**src/rtl/sys_defs_pkg.sv**
```systemverilog
// Shared machine-wide sizing for the out-of-order core: CDB width,
// physical register tag type and the default functional-unit count.
package sys_defs;

    localparam int N                = 3;
    localparam int NUM_FU_DEFAULT   = 8;
    localparam int PHYS_REG_ID_BITS = 6;
    localparam int NUM_SCALAR_BITS  = $clog2(N + 1);
    localparam int SLOT_BITS        = (N > 1) ? $clog2(N) : 1;

    typedef logic [PHYS_REG_ID_BITS-1:0] PHYS_REG_IDX;

endpackage

```
**src/rtl/cdb_arbiter_if.sv**
```systemverilog
// FU request/grant handshake plus the registered CDB broadcast.
// master = functional-unit side, slave = the arbiter.
interface cdb_arbiter_if
    import sys_defs::*;
#(
    parameter int NUM_FU   = NUM_FU_DEFAULT,
    parameter int PTR_BITS = $clog2(NUM_FU)
) ();

    logic                       squash;
    logic [NUM_FU-1:0]          fu_req_valid;
    PHYS_REG_IDX [NUM_FU-1:0]   fu_req_preg;
    logic [NUM_FU-1:0]          fu_req_ready;
    PHYS_REG_IDX [N-1:0]        cdb_preg;
    logic [NUM_SCALAR_BITS-1:0] num_cdb_valid;
    logic [PTR_BITS-1:0]        rr_ptr;

    modport master (
        output squash, fu_req_valid, fu_req_preg,
        input  fu_req_ready, cdb_preg, num_cdb_valid, rr_ptr
    );

    modport slave (
        input  squash, fu_req_valid, fu_req_preg,
        output fu_req_ready, cdb_preg, num_cdb_valid, rr_ptr
    );

endinterface

```
**src/rtl/cdb_arbiter_rr_multi_select.sv**
```systemverilog
// Combinational rotating-priority selector: picks up to N requesters
// starting at ptr_i, wrapping modulo NUM_FU, and reports slot order.
module rr_multi_select
    import sys_defs::*;
#(
    parameter int NUM_FU   = NUM_FU_DEFAULT,
    parameter int PTR_BITS = $clog2(NUM_FU)
) (
    input  logic [NUM_FU-1:0]               req_i,
    input  logic [PTR_BITS-1:0]             ptr_i,
    output logic [NUM_FU-1:0]               grant_o,
    output logic [N-1:0][NUM_FU-1:0]        slot_sel_o,
    output logic [NUM_SCALAR_BITS-1:0]      count_o,
    output logic [PTR_BITS-1:0]             last_o
);

    logic [PTR_BITS:0]          pos;
    logic [PTR_BITS-1:0]        idx;
    logic [NUM_SCALAR_BITS-1:0] cnt;

    always_comb begin
        // NOTE: every variable gets a default before the loop so no path leaves it unassigned (no latch).
        grant_o    = '0;
        slot_sel_o = '0;
        last_o     = '0;
        cnt        = '0;
        pos        = '0;
        idx        = '0;
        for (int k = 0; k < NUM_FU; k++) begin
            // Explicit wrap so non-power-of-two FU counts rotate correctly.
            pos = {1'b0, ptr_i} + (PTR_BITS+1)'(k);
            if (pos >= (PTR_BITS+1)'(NUM_FU)) begin
                pos = pos - (PTR_BITS+1)'(NUM_FU);
            end
            idx = pos[PTR_BITS-1:0];
            if (req_i[idx] && (cnt < NUM_SCALAR_BITS'(N))) begin
                grant_o[idx]                       = 1'b1;
                slot_sel_o[cnt[SLOT_BITS-1:0]][idx] = 1'b1;
                last_o                             = idx;
                cnt                                = cnt + NUM_SCALAR_BITS'(1);
            end
        end
        count_o = cnt;
    end

endmodule

```
**src/rtl/cdb_arbiter.sv**
```systemverilog
// CDB arbiter: grants up to N completing FUs per cycle in round-robin
// order and registers their destination tags for next-cycle broadcast.
module cdb_arbiter
    import sys_defs::*;
#(
    parameter int NUM_FU   = NUM_FU_DEFAULT,
    parameter int PTR_BITS = $clog2(NUM_FU)
) (
    input  logic          clock,
    input  logic          reset,
    cdb_arbiter_if.slave  bus
);

    logic [NUM_FU-1:0]          grant;
    logic [N-1:0][NUM_FU-1:0]   slot_sel;
    logic [NUM_SCALAR_BITS-1:0] grant_cnt;
    logic [PTR_BITS-1:0]        last_idx;
    PHYS_REG_IDX [N-1:0]        packed_preg;

    logic [PTR_BITS-1:0]        rr_ptr_q,   rr_ptr_d;
    PHYS_REG_IDX [N-1:0]        cdb_preg_q, cdb_preg_d;
    logic [NUM_SCALAR_BITS-1:0] num_q,      num_d;

    rr_multi_select #(
        .NUM_FU   (NUM_FU),
        .PTR_BITS (PTR_BITS)
    ) u_select (
        .req_i      (bus.fu_req_valid),
        .ptr_i      (rr_ptr_q),
        .grant_o    (grant),
        .slot_sel_o (slot_sel),
        .count_o    (grant_cnt),
        .last_o     (last_idx)
    );

    // Ready depends only on valid and the pointer, never on ready itself.
    assign bus.fu_req_ready = (reset && !bus.squash) ? grant : '0;

    always_comb begin
        packed_preg = '0;
        for (int s = 0; s < N; s++) begin
            for (int i = 0; i < NUM_FU; i++) begin
                if (slot_sel[s][i]) begin
                    packed_preg[s] = packed_preg[s] | bus.fu_req_preg[i];
                end
            end
        end
    end

    always_comb begin
        rr_ptr_d   = rr_ptr_q;
        cdb_preg_d = '0;
        num_d      = '0;
        if (!bus.squash) begin
            cdb_preg_d = packed_preg;
            num_d      = grant_cnt;
            if (grant_cnt != '0) begin
                rr_ptr_d = (last_idx == PTR_BITS'(NUM_FU - 1)) ? '0
                                                               : last_idx + PTR_BITS'(1);
            end
        end
    end

    always_ff @(posedge clock or negedge reset) begin
        if (!reset) begin
            rr_ptr_q   <= '0;
            cdb_preg_q <= '0;
            num_q      <= '0;
        end else begin
            // NOTE: flops use non-blocking assignments so every register samples pre-edge values.
            rr_ptr_q   <= rr_ptr_d;
            cdb_preg_q <= cdb_preg_d;
            num_q      <= num_d;
        end
    end

    assign bus.rr_ptr        = rr_ptr_q;
    assign bus.cdb_preg      = cdb_preg_q;
    assign bus.num_cdb_valid = num_q;

endmodule

```
**src/flat_wrapper.sv**
```systemverilog
// flat-port wrapper written by rule: the top's interface ports become plain ports
module cdb_arbiter_flat import sys_defs::*;
#(
    parameter int NUM_FU   = NUM_FU_DEFAULT,
    parameter int PTR_BITS = $clog2(NUM_FU)
)
  (clock, reset, bus_squash, bus_fu_req_valid, bus_fu_req_preg, bus_fu_req_ready, bus_cdb_preg, bus_num_cdb_valid, bus_rr_ptr);
  cdb_arbiter_if #(.NUM_FU(NUM_FU), .PTR_BITS(PTR_BITS)) bus_i ();
  input  logic clock;
  input  logic reset;
  input wire logic [$bits(bus_i.squash)-1:0] bus_squash;
  input wire logic [$bits(bus_i.fu_req_valid)-1:0] bus_fu_req_valid;
  input wire logic [$bits(bus_i.fu_req_preg)-1:0] bus_fu_req_preg;
  output wire logic [$bits(bus_i.fu_req_ready)-1:0] bus_fu_req_ready;
  output wire logic [$bits(bus_i.cdb_preg)-1:0] bus_cdb_preg;
  output wire logic [$bits(bus_i.num_cdb_valid)-1:0] bus_num_cdb_valid;
  output wire logic [$bits(bus_i.rr_ptr)-1:0] bus_rr_ptr;
  assign bus_i.squash = bus_squash;
  assign bus_i.fu_req_valid = bus_fu_req_valid;
  assign bus_i.fu_req_preg = bus_fu_req_preg;
  assign bus_fu_req_ready = bus_i.fu_req_ready;
  assign bus_cdb_preg = bus_i.cdb_preg;
  assign bus_num_cdb_valid = bus_i.num_cdb_valid;
  assign bus_rr_ptr = bus_i.rr_ptr;
  cdb_arbiter #(.NUM_FU(NUM_FU), .PTR_BITS(PTR_BITS)) u_core (.clock(clock), .reset(reset), .bus(bus_i));
endmodule
```
**config.mk**
```make
export PLATFORM = sky130hd
export DESIGN_NAME = cdb_arbiter_flat
export DESIGN_NICKNAME = d
export VERILOG_FILES = /design/src/rtl/sys_defs_pkg.sv /design/src/rtl/cdb_arbiter_if.sv /design/src/rtl/cdb_arbiter_rr_multi_select.sv /design/src/rtl/cdb_arbiter.sv /design/src/flat_wrapper.sv
export SDC_FILE = /design/constraint.sdc
export NUM_CORES = 1
export LEC_CHECK = 0
export CAP_MARGIN = 15
export CORE_MARGIN = 1.5
export CORE_UTILIZATION = 28
export CTS_CLUSTER_SIZE = 40
export DETAILED_ROUTE_END_ITERATION = 8
export GPL_TIMING_DRIVEN = 0
export PLACE_DENSITY = 0.51
export SLEW_MARGIN = 25
export SYNTH_ARGS = -nofsm -noshare
export SYNTH_HDL_FRONTEND = slang
export SYNTH_SLANG_ARGS = --single-unit
```
**constraint.sdc**
```tcl
create_clock -name clock -period 19.6 [get_ports clock]
set_input_delay 3.92 -clock clock [delete_from_list [all_inputs] [get_ports clock]]
set_output_delay 3.92 -clock clock [all_outputs]
set_load 0.1 [all_outputs]
```
# == Yosys cells after proc, flatten, opt, wreduce, memory -nomap -nowiden ==
# Index checks and enable logic that the tools add are counted.
# classes
reduce_logical,26
magnitude_cmp,45
eq_ne,1
bitwise,36
muxes,113
n_addsub,23
# ops
op,count
24-bit 2-to-1 mux,7
6-bit 2-to-1 mux,24
24-bit bitwise OR,6
8-bit 2-to-1 mux,16
6-bit bitwise OR,21
8-bit demux with 2-bit select,7
8-bit bitwise OR,7
3-bit 2-to-1 mux,17
3-bit by 4-bit less-than comparator with 1-bit output (second input constant),8
4-bit >= comparator (second input constant),7
1-bit binary-select mux with 3-bit select,8
1-bit demux with 3-bit select,8
3-bit by 1-bit >= comparator with 1-bit output (second input constant),8
8-bit by 24-bit bitwise OR with 24-bit output,1
3-bit by 1-bit subtractor with 3-bit output (second input constant),8
1-bit logical AND,23
2-bit by 3-bit less-than comparator with 1-bit output (second input constant),7
18-bit 2-to-1 mux,1
1-bit 2-to-1 mux,17
3-bit by 3-bit adder with 4-bit output (second input constant),4
2-bit 2-to-1 mux,8
2-bit by 1-bit adder with 2-bit output (second input constant),7
2-bit by 1-bit >= comparator with 1-bit output (second input constant),7
2-bit less-than comparator (second input constant),7
other kinds (9),10
# word_totals
word_cells,249
out_inout_bits,31
inputBits,59
regBits,23

# == Longest topological paths before layout ==
# Gate-level depths: netlist (run 1).
# depth
word_depth,45
ltp_mapped,48
depth_no_buf,39

# == By module ==
# Synthesis (run 1) repeated with hierarchy kept, for this count alone.
# hier_totals
cells_unflattened,514
hier_area_um2,4112.7
# by_module_without_submodules
mod,area_per_inst_um2,n_inst,cells_per_inst,seq_area_each_um2
rr_multi_select,2668.8,1,381,0.0
cdb_arbiter,1443.9,1,133,575.6

# == Least setup slack after synthesis (run 1) ==
# Ideal clock, no wire load.
# synth_timing
path_type,in2out
start,input port bus_fu_req_valid[7]
end,output port bus_fu_req_ready[6]
path_stages,37
n_path_buf,6
arrival_time_ns,12.533
required_ns,15.680
slack_ns,3.147
path_cell_list,mux2i_1 > mux4_2 > clkbuf_1 > inv_1 > ha_1 > nor4_4 > nor2_2 > ha_1 > clkbuf_1 > nor2_4 > a211o_1 > a21boi_0 > ha_1 > inv_1 > and2_1 > clkbuf_1 > xnor3_2 > inv_1 > ha_1 > inv_1 > and3_1 > clkbuf_1 > a21oi_4 > o21ai_0 > a21o_1 > a21boi_0 > ha_1 > nor2_1 > buf_2 > a21oi_1 > a22o_1 > ha_1 > buf_1 > nor2_1 > and3_1 > a2111oi_0 > a31oi_1
# synth_between
elab_chain_len,25
word_cells_on_any_way,59
cone_classes,6 x add/sub; 7 x order compare; 32 x mux; 7 x bitwise; 7 x reduce/logical
# synth_lines
element,line_no,text
"start, declared",flat_wrapper.sv:12,input wire logic [$bits(bus_i.fu_req_valid)-1:0] bus_fu_req_valid;
1-bit binary-select mux with 3-bit select,cdb_arbiter_rr_multi_select.sv:36,if (req_i[idx] && (cnt < NUM_SCALAR_BITS'(N))) begin
1-bit 2-to-1 mux (implied by the code),cdb_arbiter_rr_multi_select.sv:36,
1-bit 2-to-1 mux,cdb_arbiter_rr_multi_select.sv:36,
2-bit less-than comparator,cdb_arbiter_rr_multi_select.sv:36,
1-bit logical AND,cdb_arbiter_rr_multi_select.sv:36,
2-bit 2-to-1 mux,cdb_arbiter_rr_multi_select.sv:36,
2-bit less-than comparator,cdb_arbiter_rr_multi_select.sv:36,
1-bit logical AND,cdb_arbiter_rr_multi_select.sv:36,
[9 not listed],--,
2-bit 2-to-1 mux,cdb_arbiter_rr_multi_select.sv:36,
2-bit less-than comparator,cdb_arbiter_rr_multi_select.sv:36,
1-bit logical AND,cdb_arbiter_rr_multi_select.sv:36,
2-bit 2-to-1 mux,cdb_arbiter_rr_multi_select.sv:36,
2-bit less-than comparator,cdb_arbiter_rr_multi_select.sv:36,
1-bit logical AND,cdb_arbiter_rr_multi_select.sv:36,
8-bit 2-to-1 mux (*),cdb_arbiter_rr_multi_select.sv:36,
8-bit 2-to-1 mux (*),cdb_arbiter.sv:37,assign bus.fu_req_ready = (reset && !bus.squash) ? grant : '0;
"end, declared",flat_wrapper.sv:14,output wire logic [$bits(bus_i.fu_req_ready)-1:0] bus_fu_req_ready;
# Mark *: on every way between the ends. The rest lies on a longest branch, timed or not. The select of a mux whose other input is x is not followed.

# == Final worst setup path (run 1) ==
# layout_timing
start,input port bus_fu_req_valid[4]
end,output port bus_fu_req_ready[6]
# Same word-level chain as after synthesis.

==> results of run 1 <==
[synth_stat cells (all sizes together) (3+ instances only)]
| cell | n |
|---|---|
| a21oi | 36 |
| inv | 21 |
| dfrtp | 23 |
| xor2 | 3 |
| nand3 | 16 |
| a32oi | 4 |
| a22o | 10 |
| clkbuf | 28 |
| o22ai | 10 |
| a21o | 3 |
| nand2 | 76 |
| a22oi | 39 |
| o221ai | 3 |
| a211oi | 7 |
| mux4 | 6 |
| o211ai | 4 |
| a221oi | 22 |
| a222oi | 16 |
| o21ai | 30 |
| and3 | 9 |
| o41ai | 4 |
| ha | 30 |
| nor3 | 7 |
| mux2i | 18 |
| mux2 | 9 |
| buf | 11 |
| xnor2 | 4 |
| a211o | 4 |
| a2111oi | 5 |
| nor2b | 10 |
| a41oi | 13 |
| and2 | 10 |
| nand2b | 6 |
| a31oi | 12 |
| nor4 | 3 |
| nor2 | 46 |
[worst max-delay path by stage]
stage	startpoint	to	slack, ns	depth (start not counted)
floorplan	bus_fu_req_valid[7]	bus_fu_req_ready[6]	3.15	37
global placement	bus_fu_req_valid[7]	bus_fu_req_ready[0]	0.37	40
detailed placement	bus_fu_req_valid[4]	bus_fu_req_ready[0]	0.34	37
CTS	bus_fu_req_valid[4]	bus_fu_req_ready[0]	0.31	37
global route	bus_fu_req_valid[4]	bus_fu_req_ready[6]	0.06	39
finish	bus_fu_req_valid[4]	bus_fu_req_ready[6]	0.64	39
[layout by cell type, fill, tap and decap left out, types with 5 or more instances in the layout]
master / instances
and2_1: 10
buf_2: 6
a221oi_1: 22
mux2i_1: 17
o21ai_0: 26
mux4_2: 5
o22ai_1: 10
a41oi_1: 13
a31oi_1: 12
a22oi_1: 39
nand2b_1: 6
nor3_1: 7
a22o_1: 10
a211oi_1: 7
nand2_1: 76
mux2_2: 8
clkbuf_1: 28
nor2b_1: 10
nor2_1: 43
a21oi_1: 35
and3_1: 9
a2111oi_0: 5
a222oi_1: 16
clkdlybuf4s50_1: 80
dlymetal6s2s_1: 5
nand3_1: 16
inv_1: 21
ha_1: 30
dfrtp_1: 23
[final cells by class]
cell class                 instances  area, µm²  share of cell area, %
buffer                            39        165                   2.93
clock buffer                       4       78.8                   1.40
inverter                          21       78.8                   1.40
multi-input combinational        502       3590                   63.7
sequential                        23        576                   10.2
tap                              211        264                   4.68
timing repair buffer              89        883                   15.7
[what timing repair did]
action,CTS,global route
resized for setup,0,14
buffers inserted,0,0
endpoints found under the setup margin,0,8
hold buffers,0,0
[metrics by stage]
| stage | setup WS (ns) | utilization (%) | instance area (µm²) |
|---|---|---|---|
| floorplan | 3.15 | - | 4410 |
| global placement | 0.373 | 36.4 | 5560 |
| detailed placement | 0.341 | 36.4 | 5560 |
| CTS | 0.305 | 36.9 | 5630 |
| global route | 0.0563 | 36.9 | 5640 |
| finish | 0.644 | 36.9 | 5640 |
[critical path, delay by kind of cell]
family,cells,cell delay [ns]
fa+ha+maj,6,1.67
xor+xnor,1,0.50
buf+inv,12,3.73
simple gates,8,2.26
mux,2,0.87
compound gates,10,2.05
[cells by family (layout without fill, tap and decap cells)]
group,after synthesis,in the layout
compound gates,240,240
simple gates,191,191
buf+inv,60,153
mux,33,33
fa+ha+maj,30,30
flops,23,23
xor+xnor,8,8
[routing by layer]
layer	up-vias	part of all wire (%)
met5	-	0
met4	0	2.7
met3	68	8.8
met2	423	45
met1	2838	44
li1	2509	-
[sequential cells by signal (all words and copies together) (netlist names)]
| register | flops |
|---|---|
| u_core.bus.num_cdb_valid | 2 |
| u_core.bus.cdb_preg | 18 |
| u_core.bus.rr_ptr | 3 |
==> flow_summary.ini, run 1 <==
[status]
outcome = finished, final reports clean

[setup_path]
start_kind = input pin
max_stage_delay_ns = 0.78
critPathSlowestCell = dlymetal6s2s_1
reg2reg_from = u_core.bus.rr_ptr[0]$_DFFE_PN0P_
reg2reg_setup_slack_ns = 6.85
critPathRequiredTime_ns = 15.68
crit_path_frequent_cell = ha_1
reg2reg_depth = 46
critical_path_arrival_ns = 15.04
path_max_fanout = 10
crit_type = input pin to output pin
end_kind = output pin
timing.rr.end = u_core.bus.cdb_preg[14]$_DFF_PN0_

[logic_synthesis]
syn-num-nets = 674
ys_seq_area_share_pct = 13.1
synth_xor_area_share_pct = 2.78
async_reset_ff_share_pct = 100
netlist_area_um2 = 4410
ys.flop_type = dfrtp_1
yosys.area.top_type_share_pct = 13.1
synthAdderAreaFrac_pct = 8.52
synth.area.top_cells = dfrtp_1 (13%), ha_1 (8.5%), a22oi_1 (6.6%)
synth_mux_area_share_pct = 9.63
yosys.area.top_type = dfrtp_1
ys_types = 68
syn_avg_cell_area_um2 = 7.53
synth-simple-area-share_pct = 20.4
synth_compound_area_share_pct = 40.1
yosysWarnings = 0
synth_top_family_by_area = compound AO/OA/AOI/OAI gates
ys_ff_latch = 23
synth_edf_count = 0
synthCells = 585

[clock_network]
cts_root_buffer = clkbuf_16
tritoncts = yes
clk_pin_slew_ns = 0.06
numCtsBuffers = 3
cts-htree-levels = 1
clockBufferDepth = 2
insertion_delay_ns = 0.26
clock_sinks = 23

[global_routing]
use_met3_pct = 4.16
met2_usage_pct = 46.0
grt_max_degree = 25
gr-total-overflow = 0
first_global_vias = 5541
grt_pass1_wl_mm = 35.2
grt_use_total_pct = 28.4
grt.busiest_layer = met2
antenna_found_initial = 0
met1_usage_pct = 39.7

[sta]
finalSetupViolCount = 0
period_share_pct = 96.7
worst-slew-pin-transition_ns = 1.15
fin_skew_ns = 0.00257
slew_headroom_pct = 22.7
rsz0062_at_grt = no
hold_viol_final = 0
whs_ns = 1.06
max_freq_mhz = 52.8
fin_crit_ns = 18.96
final_max_slew_viol_count = 0
fin_setup_tns_ns = 0

[die]
io_pins = 90
coreArea_um2 = 15300
die_area_um2 = 16500
initial_core_util_pct = 28.9
num_rows = 45
die_width_um = 128
die_y_um = 128

[min_path]
hold_class = flop to flop
whs_path_depth = 2
hp-start = u_core.bus.rr_ptr[2]$_DFFE_PN0P_
min_to = u_core.bus.rr_ptr[2]$_DFFE_PN0P_

[placed_design]
place_inst = 885
place_hpwl_mm = 18.9
io_buffers = 89
gp_congestion = 0.980

[routing]
vias = 5838
route.detailed.drc = 0
drtIter0Drc = 957
wl_mm = 24.0
wire_per_inst_um = 27.0
firstDrtPassIters = 7
antenna_left = 0
avgViaCountPerCell = 6.57

[cells_and_area]
final_cell_count_no_fill = 889
fillers = 1657
antenna_cells = 0
fin_nets = 768
layout-drive-gt1-share_pct = 5.60
area_growth_pct = 27.9

[run]
max_cap_viol_count = 0
Power of run 1 is not shown: default switching activity piles up to over one toggle a cycle in this logic, so the estimate is an artifact.
==> run 2: changes to the inputs <==
--- a/config.mk
+++ b/config.mk
@@ -16,3 +16,4 @@
 export SYNTH_ARGS = -nofsm -noshare
 export SYNTH_HDL_FRONTEND = slang
+export SYNTH_HIERARCHICAL = 1
 export SYNTH_SLANG_ARGS = --single-unit
==> constraint.sdc (replaced) <==
create_clock -name clock -period 19.6 [get_ports clock]
set_input_delay 1.96 -clock clock [delete_from_list [all_inputs] [get_ports clock]]
set_output_delay 1.96 -clock clock [all_outputs]
set_load 0.05 [all_outputs]
==> flow_summary.ini, run 2 <==
[die]
io_pins = 90
coreArea_um2 = 14400
die_width_um = 124
die_y_um = 124
die_area_um2 = 15400
initial_core_util_pct = 28.5
num_rows = 44

[placed_design]
placed_area_um2 = 5230
io_buffers = 89
gp_congestion = 0.940
place_hpwl_mm = 15.3

[setup_path]
reg2reg_from = u_core/bus.rr_ptr[0]$_DFFE_PN0P_
path_max_fanout = 11
end_kind = output pin
crit_type = input pin to output pin
crit_start = bus_fu_req_valid[7]
crit_path_frequent_cell = ha_1
worst-path-buf-inv = 8
critPathSlowestCell = clkdlybuf4s50_1
critPathRequiredTime_ns = 17.64
start_kind = input pin
critical_path_arrival_ns = 13.69
crit_family = buffers and inverters
max_stage_delay_ns = 0.80

[status]
outcome = finished, final reports clean

[logic_synthesis]
yosys.area.top_type = dfrtp_1
synthCells = 514
ys_ff_latch = 23
synth_edf_count = 0
yosysWarnings = 6
async_reset_ff_share_pct = 100
ys_seq_area_share_pct = 14.0
ys_types = 68
ys.flop_type = dfrtp_1
synth.area.top_cells = dfrtp_1 (14%), a22oi_1 (14%), ha_1 (9.4%)
syn_avg_cell_area_um2 = 8.00
netlist_area_um2 = 4110
yosys.area.top_type_share_pct = 14.0
synth_most_common_cell = a22oi_1
yosys-top-cells-count = a22oi_1 (74), nand2_1 (59), ha_1 (31)
syn-num-nets = 604

[min_path]
hp-start = u_core/bus.rr_ptr[0]$_DFFE_PN0P_
hold_class = flop to flop

[routing]
drtIter0Drc = 722
route.detailed.drc = 0
wl_mm = 19.9
firstDrtPassIters = 5
wire_per_inst_um = 25.1
avgViaCountPerCell = 6.45
vias = 5101
antenna_left = 0

[cells_and_area]
finish.instance_area_um2 = 5310
fin_nets = 698
layout-drive-gt1-share_pct = 6.92
final_cell_mix = clkdlybuf4s50_1 (88), a22oi_1 (74), nand2_1 (59), ha_1 (31), a21oi_1 (28)
largest_reg_flops = 18
utilization_pct = 36.8
area_growth_pct = 29.1
final_common_cell = clkdlybuf4s50_1
antenna_cells = 0

[sta]
finalSetupViolCount = 0
whs_ns = 0.627
slew_headroom_pct = 19.9
hold_viol_final = 0
period_share_pct = 79.9
max_freq_mhz = 63.9
fin_crit_ns = 15.65
rsz0062_at_grt = no
worst-slew-pin-transition_ns = 1.19
final_max_slew_viol_count = 0
fin_skew_ns = 0.00171
fin_setup_tns_ns = 0

[clock_network]
clk_pin_slew_ns = 0.07
tritoncts = yes
post_cts_buffers = 0
clock_sinks = 23
numCtsBuffers = 3
cts-htree-levels = 1
insertion_delay_ns = 0.26
hold_buffers = 0
cts_resized = 0
cts_root_buffer = clkbuf_16
clockBufferDepth = 2

[global_routing]
gr-total-overflow = 0
first_global_vias = 4833
grt_pass1_wl_mm = 28.9
grt_use_total_pct = 25.2
grt_max_degree = 25
antenna_found_initial = 0

[run]
max_cap_viol_count = 0
## run 2: layout make-up
cell class / count / area, µm²
buffer: 25 / 115
clock buffer: 3 / 75.1
clock inverter: 1 / 5.00
fill: 1531 / 9110
inverter: 18 / 67.6
multi-input combinational: 448 / 3350
sequential: 23 / 576
tap: 184 / 230
timing repair buffer: 89 / 886
## run 2: layer usage
metal / vias up / global-route usage (%) / wire length (µm)
met5: - / 0 / 0
met4: 0 / 8.17 / 666
met3: 54 / 3.25 / 1740
met2: 331 / 42.6 / 9210
met1: 2464 / 33.3 / 8250
li1: 2252 / - / -
## run 2: cell families after synthesis
| family | after synthesis | share of synthesized area (%) |
|---|---|---|
| flops | 23 | 14.0 |
| compound gates | 239 | 42.1 |
| mux | 23 | 9.95 |
| fa+ha+maj | 31 | 9.43 |
| xor+xnor | 11 | 2.89 |
| buf+inv | 43 | 4.44 |
| simple gates | 144 | 17.2 |
## run 2: worst register-to-register path: cells and delay by family, from the launching register on
family                   cells  cell delay [ns]
AND/OR/NAND/NOR              7             2.43
flip-flops                   1             0.42
buffers and inverters       10             3.07
adder cells (fa/ha/maj)      7             2.30
multiplexers                 3             1.49
AO/OA/AOI/OAI                9             2.77
XOR/XNOR                     3             0.73
## run 2: path summary, 6_finish.rpt
check | endpoint | slack, ns | cells past startpoint
worst max-delay path | bus_fu_req_ready[7] | 3.95 | 34
worst min-delay path | u_core/bus.rr_ptr[0]$_DFFE_PN0P_ | 0.63 | 1
worst max register to register | u_core/bus.cdb_preg[10]$_DFF_PN0_ | 6.28 | 39
worst min register to register | u_core/bus.rr_ptr[0]$_DFFE_PN0P_ | 0.63 | 1
max in group asynchronous | u_core/bus.cdb_preg[10]$_DFF_PN0_ | 17.55 | 1
min in group asynchronous | u_core/bus.cdb_preg[9]$_DFF_PN0_ | 1.68 | 1
## run 2: metrics by stage
stage	instances	setup slack [ns]
2_1_floorplan	514	7.84
3_3_place_gp	787	4.14
3_5_place_dp	787	4.06
4_1_cts	791	4.07
5_1_grt	791	3.28
6_report	791	3.95
Power of run 2 is left out for the same reason.
